--- config.mk ---
export PLATFORM = sky130hd
export DESIGN_NAME = lsu_mem_bridge
export DESIGN_NICKNAME = d
export VERILOG_FILES = /design/src/rtl/lsu_mem_bridge_pkg.sv /design/src/rtl/lsu_lane_align.sv /design/src/rtl/lsu_mem_bridge.sv
export SDC_FILE = /design/constraint.sdc
export NUM_CORES = 1
export LEC_CHECK = 0
export ABC_AREA = 0
export CAP_MARGIN = 20
export CORE_MARGIN = 2
export CORE_UTILIZATION = 45
export CTS_BUF_LIST = sky130_fd_sc_hd__clkbuf_8 sky130_fd_sc_hd__clkbuf_16
export DETAILED_ROUTE_END_ITERATION = 6
export GPL_TIMING_DRIVEN = 0
export PLACE_DENSITY = 0.78
export REMOVE_ABC_BUFFERS = 1
export SLEW_MARGIN = 20
export SYNTH_ARGS = -nofsm -noshare
export SYNTH_HDL_FRONTEND = slang
export SYNTH_SLANG_ARGS = --single-unit
--- constraint.sdc ---
create_clock -name clk -period 10.5 [get_ports clk]
set_clock_uncertainty 0.05 [all_clocks]
set_input_delay 1.575 -clock clk [delete_from_list [all_inputs] [get_ports clk]]
set_output_delay 1.575 -clock clk [all_outputs]
set_load 0.1 [all_outputs]
--- src/rtl/lsu_mem_bridge_pkg.sv ---
// Shared types and RV32I load/store funct3 encodings
// for the LSU memory bridge.
package lsu_mem_bridge_pkg;

  typedef enum logic [1:0] {
    S_IDLE,
    S_REQ,
    S_WAIT_R,
    S_RESP
  } state_e;

  localparam logic [2:0] LB  = 3'b000;
  localparam logic [2:0] LH  = 3'b001;
  localparam logic [2:0] LW  = 3'b010;
  localparam logic [2:0] LBU = 3'b100;
  localparam logic [2:0] LHU = 3'b101;
  localparam logic [2:0] SB  = 3'b000;
  localparam logic [2:0] SH  = 3'b001;
  localparam logic [2:0] SW  = 3'b010;

endpackage

--- src/rtl/lsu_lane_align.sv ---
// Byte-lane steering for stores, extraction/extension
// for loads, and legality/alignment check.
module lsu_lane_align
  import lsu_mem_bridge_pkg::*;
(
  input  logic        we_i,
  input  logic [2:0]  funct3_i,
  input  logic [31:0] addr_i,
  input  logic [31:0] wdata_i,
  input  logic [31:0] rdata_i,
  output logic [3:0]  be_o,
  output logic [31:0] wdata_o,
  output logic [31:0] rdata_o,
  output logic        bad_o
);

  logic [1:0]  off;
  logic [31:0] shifted;

  assign off     = addr_i[1:0];
  assign shifted = rdata_i >> {off, 3'b000};

  always_comb begin
    be_o    = 4'b0000;
    wdata_o = 32'h0;
    rdata_o = 32'h0;
    bad_o   = 1'b0;
    if (we_i) begin
      case (funct3_i)
        SB: begin
          be_o    = 4'b0001 << off;
          wdata_o = {4{wdata_i[7:0]}};
        end
        SH: begin
          be_o    = 4'b0011 << off;
          wdata_o = {2{wdata_i[15:0]}};
          bad_o   = off[0];
        end
        SW: begin
          be_o    = 4'b1111;
          wdata_o = wdata_i;
          bad_o   = |off;
        end
        default: bad_o = 1'b1;
      endcase
    end else begin
      be_o = 4'b1111;
      case (funct3_i)
        LB:  rdata_o = {{24{shifted[7]}}, shifted[7:0]};
        LBU: rdata_o = {24'h0, shifted[7:0]};
        LH: begin
          rdata_o = {{16{shifted[15]}}, shifted[15:0]};
          bad_o   = off[0];
        end
        LHU: begin
          rdata_o = {16'h0, shifted[15:0]};
          bad_o   = off[0];
        end
        LW: begin
          rdata_o = rdata_i;
          bad_o   = |off;
        end
        default: bad_o = 1'b1;
      endcase
    end
  end

endmodule

--- src/rtl/lsu_mem_bridge.sv ---
// Load/store unit bridging the core data port to a
// variable-latency word memory, with stall and timeout.
module lsu_mem_bridge
  import lsu_mem_bridge_pkg::*;
#(
  parameter int TIMEOUT = 64,
  parameter int CNT_W   = 7
) (
  input  logic        clk,
  input  logic        reset,
  input  logic        req_valid,
  input  logic        req_we,
  input  logic [2:0]  req_funct3,
  input  logic [31:0] req_addr,
  input  logic [31:0] req_wdata,
  output logic        stall,
  output logic        rsp_valid,
  output logic        rsp_err,
  output logic [31:0] rsp_rdata,
  output logic        mem_req,
  output logic        mem_we,
  output logic [3:0]  mem_be,
  output logic [31:0] mem_addr,
  output logic [31:0] mem_wdata,
  input  logic        mem_gnt,
  input  logic        mem_rvalid,
  input  logic [31:0] mem_rdata
);

  localparam logic [CNT_W-1:0] TO_LAST =
    CNT_W'(TIMEOUT - 1);

  state_e           state_q;
  logic [CNT_W-1:0] cnt_q;
  logic             we_q;
  logic [2:0]       f3_q;
  logic [31:0]      addr_q;
  logic [31:0]      wdata_q;
  logic             err_q;
  logic [31:0]      rdata_q;

  logic        idle, in_req, in_wait, in_resp;
  logic        a_we, a_bad, to_hit;
  logic [2:0]  a_f3;
  logic [31:0] a_addr, a_wdata_in;
  logic [3:0]  a_be;
  logic [31:0] a_wdata, a_rdata;

  assign idle    = (state_q == S_IDLE);
  assign in_req  = (state_q == S_REQ);
  assign in_wait = (state_q == S_WAIT_R);
  assign in_resp = (state_q == S_RESP);
  assign to_hit  = (cnt_q >= TO_LAST);

  // Decode the live request in IDLE, the latched one after.
  assign a_we       = idle ? req_we     : we_q;
  assign a_f3       = idle ? req_funct3 : f3_q;
  assign a_addr     = idle ? req_addr   : addr_q;
  assign a_wdata_in = idle ? req_wdata  : wdata_q;

  lsu_lane_align u_align (
    .we_i     (a_we),
    .funct3_i (a_f3),
    .addr_i   (a_addr),
    .wdata_i  (a_wdata_in),
    .rdata_i  (mem_rdata),
    .be_o     (a_be),
    .wdata_o  (a_wdata),
    .rdata_o  (a_rdata),
    .bad_o    (a_bad)
  );

  always_ff @(posedge clk or posedge reset) begin
    if (reset) begin
      state_q <= S_IDLE;
      cnt_q   <= '0;
      we_q    <= 1'b0;
      f3_q    <= 3'b000;
      addr_q  <= 32'h0;
      wdata_q <= 32'h0;
      err_q   <= 1'b0;
      rdata_q <= 32'h0;
    end else begin
      case (state_q)
        S_IDLE: begin
          cnt_q   <= '0;
          err_q   <= 1'b0;
          rdata_q <= 32'h0;
          if (req_valid) begin
            if (a_bad) begin
              err_q   <= 1'b1;
              state_q <= S_RESP;
            end else begin
              we_q    <= req_we;
              f3_q    <= req_funct3;
              addr_q  <= req_addr;
              wdata_q <= req_wdata;
              state_q <= S_REQ;
            end
          end
        end
        S_REQ: begin
          cnt_q <= cnt_q + 1'b1;
          if (mem_gnt) begin
            state_q <= we_q ? S_RESP : S_WAIT_R;
          end else if (to_hit) begin
            err_q   <= 1'b1;
            state_q <= S_RESP;
          end
        end
        S_WAIT_R: begin
          cnt_q <= cnt_q + 1'b1;
          if (mem_rvalid) begin
            rdata_q <= a_rdata;
            state_q <= S_RESP;
          end else if (to_hit) begin
            err_q   <= 1'b1;
            state_q <= S_RESP;
          end
        end
        S_RESP:  state_q <= S_IDLE;
        default: state_q <= S_IDLE;
      endcase
    end
  end

  assign stall = (idle & req_valid & ~reset)
               | in_req | in_wait;

  assign rsp_valid = in_resp;
  assign rsp_err   = in_resp & err_q;
  assign rsp_rdata = in_resp ? rdata_q : 32'h0;

  assign mem_req   = in_req;
  assign mem_we    = in_req & we_q;
  assign mem_be    = in_req ? a_be : 4'b0000;
  assign mem_wdata = in_req ? a_wdata : 32'h0;
  assign mem_addr  = in_req ? {addr_q[31:2], 2'b00}
                            : 32'h0;

endmodule

### Word level (Yosys, flattened, before mapping)

Cells that the tools add are included.

* equality and inequality tests: 11
* mux-type cells: 33
* shift operators: 3
* bitwise logic cells: 8
* order comparisons: 1
* reduce and logical (&&, ||, !) cells: 12
* $add $sub $neg: 1

Operator list (count)
* 32-bit 2-to-1 mux: 7
* 32-bit one-hot mux with 5 select lines: 1
* 32-bit one-hot mux with 3 select lines: 1
* 32-bit one-hot mux with 2 select lines: 1
* 32-bit by 5-bit right shift with 16-bit output: 1
* 7-bit one-hot mux with 2 select lines: 1
* 2-bit 2-to-1 mux: 6
* 4-bit one-hot mux with 3 select lines: 1
* 1-bit one-hot mux with 3 select lines: 3
* 1-bit 2-to-1 mux: 8
* 4-bit 2-to-1 mux: 2
* 2-bit inequality test, second input constant: 4
* 2-bit one-hot mux with 4 select lines: 1
* 2-bit OR reduction: 4
* 7-bit by 1-bit adder with 7-bit output, second input constant: 1
* 7-bit by 6-bit greater-or-equal comparator with 1-bit output, second input constant: 1
* 3-bit == test, second input constant: 2
* 3-bit AND reduction: 2
* 1-bit AND: 4
* 2-bit == test, second input constant: 2
* 2-bit nonzero test: 2
* 1-bit by 2-bit left shift with 4-bit output, first input constant: 1
* 2-bit by 2-bit left shift with 4-bit output, first input constant: 1
* 3-bit by 1-bit == test with 1-bit output, second input constant: 1
* other kinds (9): 11

* input port bits: 105
* logic and storage cells: 77
* register bits: 110
* output and inout port bits: 105

### Depth between registers and ports, before layout

Gate-level depths: netlist of the first run.

* depth after elaboration: 9
* mapped depth: 11
* mapped depth without buffers: 7

### Hierarchy

Synthesis of the first run repeated with hierarchy kept, for this count alone.

* cell total of the unflattened synthesis: 719
* area, all modules: 7312.0 um^2

By module, submodules not included
* lsu_mem_bridge: cells an instance 478, area an instance 5878.1 um^2, instances 1, sequential area each 2752.6 um^2
* lsu_lane_align: cells an instance 241, area an instance 1433.9 um^2, instances 1, sequential area each 0.0 um^2

### Worst setup path after synthesis of the first run

No wires, ideal clock.

* path type: input -> output
* start point: input port req_funct3[2]
* end point: output port mem_be[0]
* required time: 8.875 ns
* stages on the path: 5
* slack: 4.457 ns
* data arrival time: 4.418 ns
* buffers on the path: 1
* cell sequence: nor2_1 -> a31o_2 -> buf_2 -> nor2_1 -> a21boi_0

* longest elaborated chain between the ends: 5
* elaborated cells on any way between the ends: 7
* classes of those cells: eq/ne (2); mux (4); reduce/logical (1)

Ends and longest elaborated chain
* from (decl): RTL line lsu_mem_bridge.sv:13 `input logic [2:0] req_funct3,`
* 3-bit 2-to-1 mux *: RTL line lsu_mem_bridge.sv:57 `assign a_f3 = idle ? req_funct3 : f3_q;`
* 3-bit by 2-bit == test with 1-bit output (tied with other cells): RTL line lsu_lane_align.sv:29 `case (funct3_i)`
* 4-bit one-hot mux with 3 select lines *: RTL line lsu_lane_align.sv:29
* 4-bit 2-to-1 mux *: RTL line lsu_lane_align.sv:28 `if (we_i) begin`
* 4-bit 2-to-1 mux *: RTL line lsu_mem_bridge.sv:136 `assign mem_be = in_req ? a_be : 4'b0000;`
* to (decl): RTL line lsu_mem_bridge.sv:22 `output logic [3:0] mem_be,`

Mark *: on every way between the ends. The rest lies on a longest branch, timed or not.

### Worst setup path in the final report of the first run

* start point: input port req_funct3[0]
* end point: output port mem_wdata[28]

* longest elaborated chain between the ends: 5
* elaborated cells on any way between the ends: 7
* classes of those cells: eq/ne (2); mux (4); reduce/logical (1)

Ends and longest elaborated chain
* 3-bit 2-to-1 mux *: RTL line lsu_mem_bridge.sv:57
* 3-bit by 2-bit == test with 1-bit output (tied with other cells): RTL line lsu_lane_align.sv:29
* 32-bit one-hot mux with 3 select lines *: RTL line lsu_lane_align.sv:29
* 32-bit 2-to-1 mux *: RTL line lsu_lane_align.sv:28
* 32-bit 2-to-1 mux *: RTL line lsu_mem_bridge.sv:137 `assign mem_wdata = in_req ? a_wdata : 32'h0;`
* to (decl): RTL line lsu_mem_bridge.sv:24 `output logic [31:0] mem_wdata,`

Marked as above.

==> flow_metrics.tcl, run 1 <==
set metrics [dict create \
    slowest_stage "clkdlybuf4s50_1" \
    synth-edff-count 0 \
    postCtsHoldBufs 0 \
    die_x_um 124 \
    crit_arrival_ns 4.93 \
    numPortBuffers 207 \
    endpoint "mem_wdata[28]" \
    cts_buffers 9 \
    n_antenna_cell 0 \
    hold_start "rdata_q[14]$_DFFE_PP0P_" \
    cts_buffer_depth 2 \
    path_buf_inv 3 \
    clock-root-buffer "clkbuf_16" \
    routed_via_density 5.66 \
    postSynthCellCount 620 \
    post-dp-hpwl_mm 13.3 \
    gr-usage-met2_pct 38.2 \
    antenna_left 0 \
    fillers 1116 \
    htreeDepth 3 \
    power_density_mw_per_mm2 320 \
    fin_hold_ws_ns 0.432 \
    ys_async_sr_fraction_pct 100 \
    multi_input_area_mm2 0.00346 \
    tritoncts "yes" \
    met1_usage_pct 29.8 \
    cp-end-kind "output port" \
    startpoint_type "input port" \
    fin_crit_ns 6.55 \
    drv_slew 0 \
    seq_area_mm2 0.00275 \
    syn_to_final_growth_pct 38.5 \
    crit_required_ns 8.88 \
    cap_viol_max_count 0 \
    startpoint "req_funct3[0]" \
    switching_power_mw 1.48 \
    hold_violations 0 \
    r2r_cells 8 \
    use_met3_pct 7.83 \
    cts.sinks 110 \
    cp_max_fo 20 \
    drt_first_pass_iters 5 \
    grt_max_degree 71 \
    drt-total-wl_mm 18.3 \
    critical_path_class "in -> out" \
    worst-path-stages 8 \
    placementRows 43 \
    yosysWarnings 0 \
    switching_share_pct 51.5 \
    avgSynthCellArea_um2 10.4 \
    grt_pass1_vias 5642 \
    grt_usage_pct 24.0 \
    rrSetupSlack_ns 7.04 \
    clk_latency_ns 0.36 \
    setup_violations 0 \
    rsz0062_at_grt "no" \
    setup_tns_ns 0 \
    netlist_area_mm2 0.00646 \
    drc 0 \
    cts_resized 0 \
    gp_congestion 0.911 \
    crit_chain "clkdlybuf4s50_1 > nor2_1 > a21oi_1 > nand2_1 > nand3_1 > buf_8 > a21oi_1 > clkdlybuf4s50_1" \
    r2r_end "wdata_q[26]$_DFFE_PP0P_" \
    hold_class "reg -> reg" \
    slowest_delay_ns 1.19 \
    cts_setup_buffers 0 \
    wire_per_inst_um 18.6 \
    grt_pass1_wl_mm 28.4 \
    pwr-share-comb_pct 63.8 \
    worst_pin_slew_ns 1.04 \
    seqPwrFrac_pct 24.5 \
    core-area_mm2 0.0139 \
    grt.overflow.total 0 \
    ys_ff_latch 110 \
    ys_types 58 \
    layout-drive-gt1-share_pct 13.9 \
    die_area_mm2 0.0153 \
    status "finished, final reports clean" \
    slew_headroom_pct 29.0 \
    clkTransAtPathRegs_ns 0.08 \
    antenna_found_initial 0 \
    leakagePower_nw 3.59 \
    crit_family "buffers and inverters" \
    min_period_over_period_pct 62.4 \
    vdd_drop_max_mv 0.257 \
    synth_flop_cell "dfrtp_1" \
    r2r_start "state_q[1]$_DFFE_PP0P_" \
    drt_iter0_drc 362 \
    clkPwrFrac_pct 11.7 \
    start_util_pct 46.3 \
    ios 210 \
    die_h_um 124 \
    fin_nets 911 \
    busiest_layer "met2" \
    ys_seq_area_share_pct 42.6 \
    dr_total_vias 5573 \
    fmax_mhz 153 \
    intPower_mw 1.39 \
]
## worst min-delay path by stage
stage                              end  slack, ns  depth (start not counted)
2_1_floorplan     cnt_q[6]$_DFFE_PP0P_       0.39                          1
3_3_place_gp    rdata_q[7]$_DFFE_PP0P_       0.41                          2
6_report       rdata_q[14]$_DFFE_PP0P_       0.43                          2
5_1_grt           cnt_q[6]$_DFFE_PP0P_       0.45                          1
3_5_place_dp      cnt_q[6]$_DFFE_PP0P_       0.42                          1
4_1_cts        rdata_q[14]$_DFFE_PP0P_       0.43                          2
## kinds of logic (layout without fill, tap and decap cells)
family / after synthesis / after routing / share of synthesized area (%)
muxes: 118 / 118 / 20.2
AOI/OAI and AO/OA: 149 / 149 / 17.1
adders and majority gates: 6 / 6 / 1.16
and+or+nand+nor: 179 / 179 / 14.1
DFF: 110 / 110 / 42.6
other: 1 / 2 / 0.0581
xor gates and xnor gates: 2 / 2 / 0.271
buffers and inverters: 55 / 239 / 4.48
## power groups by stage
| stage | clock, mW | combinational, mW | sequential [mW] |
|---|---|---|---|
| detailed placement | 0 | 1.82 | 0.708 |
| finish | 0.335 | 1.83 | 0.702 |
| global placement | 0 | 1.77 | 0.692 |
| CTS | 0.339 | 1.82 | 0.701 |
| floorplan | 0 | 1.39 | 0.671 |
| global route | 0.358 | 1.93 | 0.722 |
## worst reg2reg max path: stages, from the launching register on
cell and delay [ns]:
dfrtp_1 0.45, inv_1 0.14, ha_4 0.45, buf_12 0.31
mux2_1 0.46, o22ai_2 0.33, nand3_4 0.44, buf_12 0.37
mux2_1 0.35
## area by class of cell
class / count / area share [%]
tap: 180 / 2.52
clock inverter: 6 / 0.518
timing repair buffer: 213 / 24.3
sequential: 110 / 30.8
inverter: 10 / 0.476
clock buffer: 10 / 2.67
multi-input combinational: 456 / 38.7
## registers in the layout, summed over array words and instances (netlist names)
name,flops
err_q,1
f3_q,3
rdata_q,32
cnt_q,7
state_q,2
wdata_q,32
addr_q,32
we_q,1
## stage by stage
stage	std cells	worst slack, ns	area [um^2]	utilization, %	total power [mW]
floorplan	576	3.53	6210	-	2.06
finish	985	3.95	8940	64.2	2.87
detailed placement	968	3.94	8650	62.1	2.53
global route	985	3.82	8940	64.2	3.01
global placement	963	2.59	8510	61.0	2.47
CTS	984	3.92	8930	64.1	2.86
## routing by layer
layer	up-vias	routed length (um)
met2	238	8440
met1	2715	7730
met3	31	1740
met4	0	408
li1	2589	-
met5	-	0
## cell usage after synthesis, types with 10 or more instances
cell type / instances / share of area (%)
dfrtp_1: 110 / 43
and2_1: 65 / 6.3
mux2_2: 64 / 11
nand2_1: 48 / 2.8
nor2_1: 39 / 2.3
mux2_1: 31 / 5.4
a22oi_1: 29 / 3.4
a21oi_1: 27 / 2.1
mux2i_1: 22 / 3.4
buf_2: 17 / 1.3
clkbuf_1: 14 / 0.81
o211ai_1: 12 / 1.4
inv_1: 10 / 0.58
o21ai_1: 10 / 0.78
o21ai_2: 10 / 1.4
## layout by cell type (no fill, tap or decap), types with 10 or more instances in the layout
cell / netlist / final
clkdlybuf4s50_1: 0 / 207
dfrtp_1: 110 / 110
and2_1: 65 / 65
mux2_2: 64 / 64
nand2_1: 48 / 48
nor2_1: 39 / 39
mux2_1: 31 / 31
a22oi_1: 29 / 29
a21oi_1: 27 / 27
mux2i_1: 22 / 21
o211ai_1: 12 / 12
o21ai_1: 10 / 10
o21ai_2: 10 / 10
Note: power is estimated with default switching activity, not from simulation.
==> inputs of run 2 (changes only) <==
- clock period: 10.5 -> 6.05 ns (I/O delays scaled with it)
==> results of run 2 <==
The final DEF is identical to that of run 1. Status: finished, final reports clean.
Among the figures that moved: setup slack after placement 3.94 ns -> 0.829 ns; setup slack after layout 3.95 ns -> 0.736 ns; start point of the critical path req_funct3[0] -> state_q[1]$_DFFE_PP0P_; register-to-register setup slack 7.04 ns -> 2.59 ns; total power 2.87 mW -> 4.97 mW; worst IR drop on VDD 0.257 mV -> 0.446 mV
==> inputs of run 3 (changes only) <==
- PLACE_DENSITY: 0.78 -> default
- PLACE_DENSITY_LB_ADDON: default -> 0.08
==> flow_metrics.tcl, run 3 (synthesis gave the netlist of run 1 again) <==
set metrics [dict create \
    status "finished, final reports clean" \
    seqPwrFrac_pct 23.9 \
    ios 210 \
    startpoint_type "flip-flop" \
    worst_pin_slew_ns 1.02 \
    wire_per_inst_um 18.2 \
    cts_buffers 9 \
    syn_to_final_growth_pct 39.4 \
    vdd_drop_max_mv 0.328 \
    core-area_mm2 0.0139 \
    clk_latency_ns 0.35 \
    intPower_mw 2.52 \
    die_x_um 124 \
    drt_first_pass_iters 5 \
    cp_max_fo 37 \
    rsz0062_at_grt "no" \
    die_h_um 124 \
    crit_required_ns 5.09 \
    start_util_pct 46.3 \
    dpl.cell_count 967 \
    min_period_over_period_pct 86.2 \
    drc 0 \
    cap_viol_max_count 0 \
    clock-root-buffer "clkbuf_16" \
    p_total_mw 5.05 \
    layout-drive-gt1-share_pct 13.9 \
    setup_violations 0 \
    fin_crit_ns 5.21 \
    clkTransAtPathRegs_ns 0.07 \
    gp_congestion 0.893 \
    dr_total_vias 5480 \
    setup_slack_ns 0.838 \
    cts_resized 0 \
    cts_setup_buffers 0 \
    pwr-share-comb_pct 62.4 \
    grt.overflow.total 0 \
    hold_violations 0 \
    fin_nets 909 \
    fin_cells 983 \
    htreeDepth 3 \
    cp-end-kind "output port" \
    dp_slack_ns 0.906 \
    placementRows 43 \
    routed_via_density 5.57 \
    drv_slew 0 \
    reg.largest.list "addr_q: 32 flops, rdata_q: 32 flops, wdata_q: 32 flops" \
    numPortBuffers 207 \
    grt_pass1_wl_mm 28.4 \
    post-dp-hpwl_mm 12.6 \
    drt_iter0_drc 291 \
    leakagePower_nw 3.61 \
    slew_headroom_pct 31.5 \
    hold_class "reg -> reg" \
    drt-total-wl_mm 17.9 \
    tritoncts "yes" \
    fmax_mhz 192 \
    grt_usage_pct 23.8 \
    die_area_mm2 0.0153 \
    crit_arrival_ns 4.25 \
    grt_pass1_vias 5616 \
    postCtsHoldBufs 0 \
    grt_max_degree 75 \
    antenna_left 0 \
    final_common_cell "clkdlybuf4s50_1" \
    cts_buffer_depth 2 \
    antenna_found_initial 0 \
    critical_path_class "reg -> out" \
    switching_share_pct 50.2 \
    final_cell_mix "clkdlybuf4s50_1, dfrtp_1, and2_1" \
    power_density_mw_per_mm2 562 \
    switching_power_mw 2.54 \
    n_antenna_cell 0 \
    cts.sinks 110 \
    clkPwrFrac_pct 13.6 \
]
==> run 3: cell types whose count changed in the layout (fill, tap and decap cells not counted), sizes merged <==
cell,previous run,this run
bufinv,0,3
buf,6,4
clkbuf,10,9
clkinv,3,2
inv,11,10
==> run 3: area by class of cell <==
type / count / area, um^2
Timing Repair Buffer: 211 / 2150
Sequential cell: 110 / 2750
Fill cell: 1135 / 4930
Inverter: 10 / 42.5
Clock inverter: 7 / 123
Clock buffer: 9 / 225
Multi-Input combinational cell: 456 / 3480
Tap cell: 180 / 225
==> run 3: routing by layer <==
| metal | part of all wire, % | global-route usage, % |
|---|---|---|
| met2 | 50 | 41.1 |
| met3 | 6.9 | 5.63 |
| met5 | 0 | 0 |
| met4 | 1.5 | 8.10 |
| met1 | 41 | 29.1 |
==> run 3: final timing paths <==
path / to / from / slack (ns) / cells after the start
worst max-delay path: mem_wdata[26] / state_q[1]$_DFFE_PP0P_ / 0.84 / 9
worst min-delay path: addr_q[14]$_DFFE_PP0P_ / addr_q[14]$_DFFE_PP0P_ / 0.44 / 1
worst max register to register: rdata_q[3]$_DFFE_PP0P_ / state_q[0]$_DFFE_PP0P_ / 2.62 / 8
worst min register to register: addr_q[14]$_DFFE_PP0P_ / addr_q[14]$_DFFE_PP0P_ / 0.44 / 1
max in group asynchronous: f3_q[2]$_DFFE_PP0P_ / reset / 4.34 / 3
min in group asynchronous: addr_q[16]$_DFFE_PP0P_ / reset / 0.90 / 2
==> run 3: critical path, cell delays in order, from the launching register on <==
cell	delay, ns
dfrtp_1	0.45
inv_1	0.12
ha_4	0.31
buf_12	0.25
nor3_1	0.26
a21oi_2	0.19
nand2_1	0.17
nand3_2	0.52
a21oi_1	0.41
clkdlybuf4s50_1	1.19
==> run 3: power groups by stage <==
stage | Clock, mW | Combinational [mW] | Sequential, mW
after detailed placement | 0 | 3.16 | 1.22
after CTS | 0.707 | 3.17 | 1.21
final | 0.689 | 3.16 | 1.21
after global routing | 0.738 | 3.36 | 1.25
after global placement | 0 | 3.09 | 1.20
after floorplan | 0 | 2.42 | 1.16
==> run 3: stage by stage <==
step,hold slack (ns),area [um^2],setup TNS (ns),utilization (%)
final,0.437,9000,0,64.6
after global routing,0.460,9000,0,64.6
after CTS,0.436,9000,0,64.6
after detailed placement,0.420,8650,0,62.1
after global placement,0.409,8510,-147.43,61.0
after floorplan,0.391,6210,-0.530,-
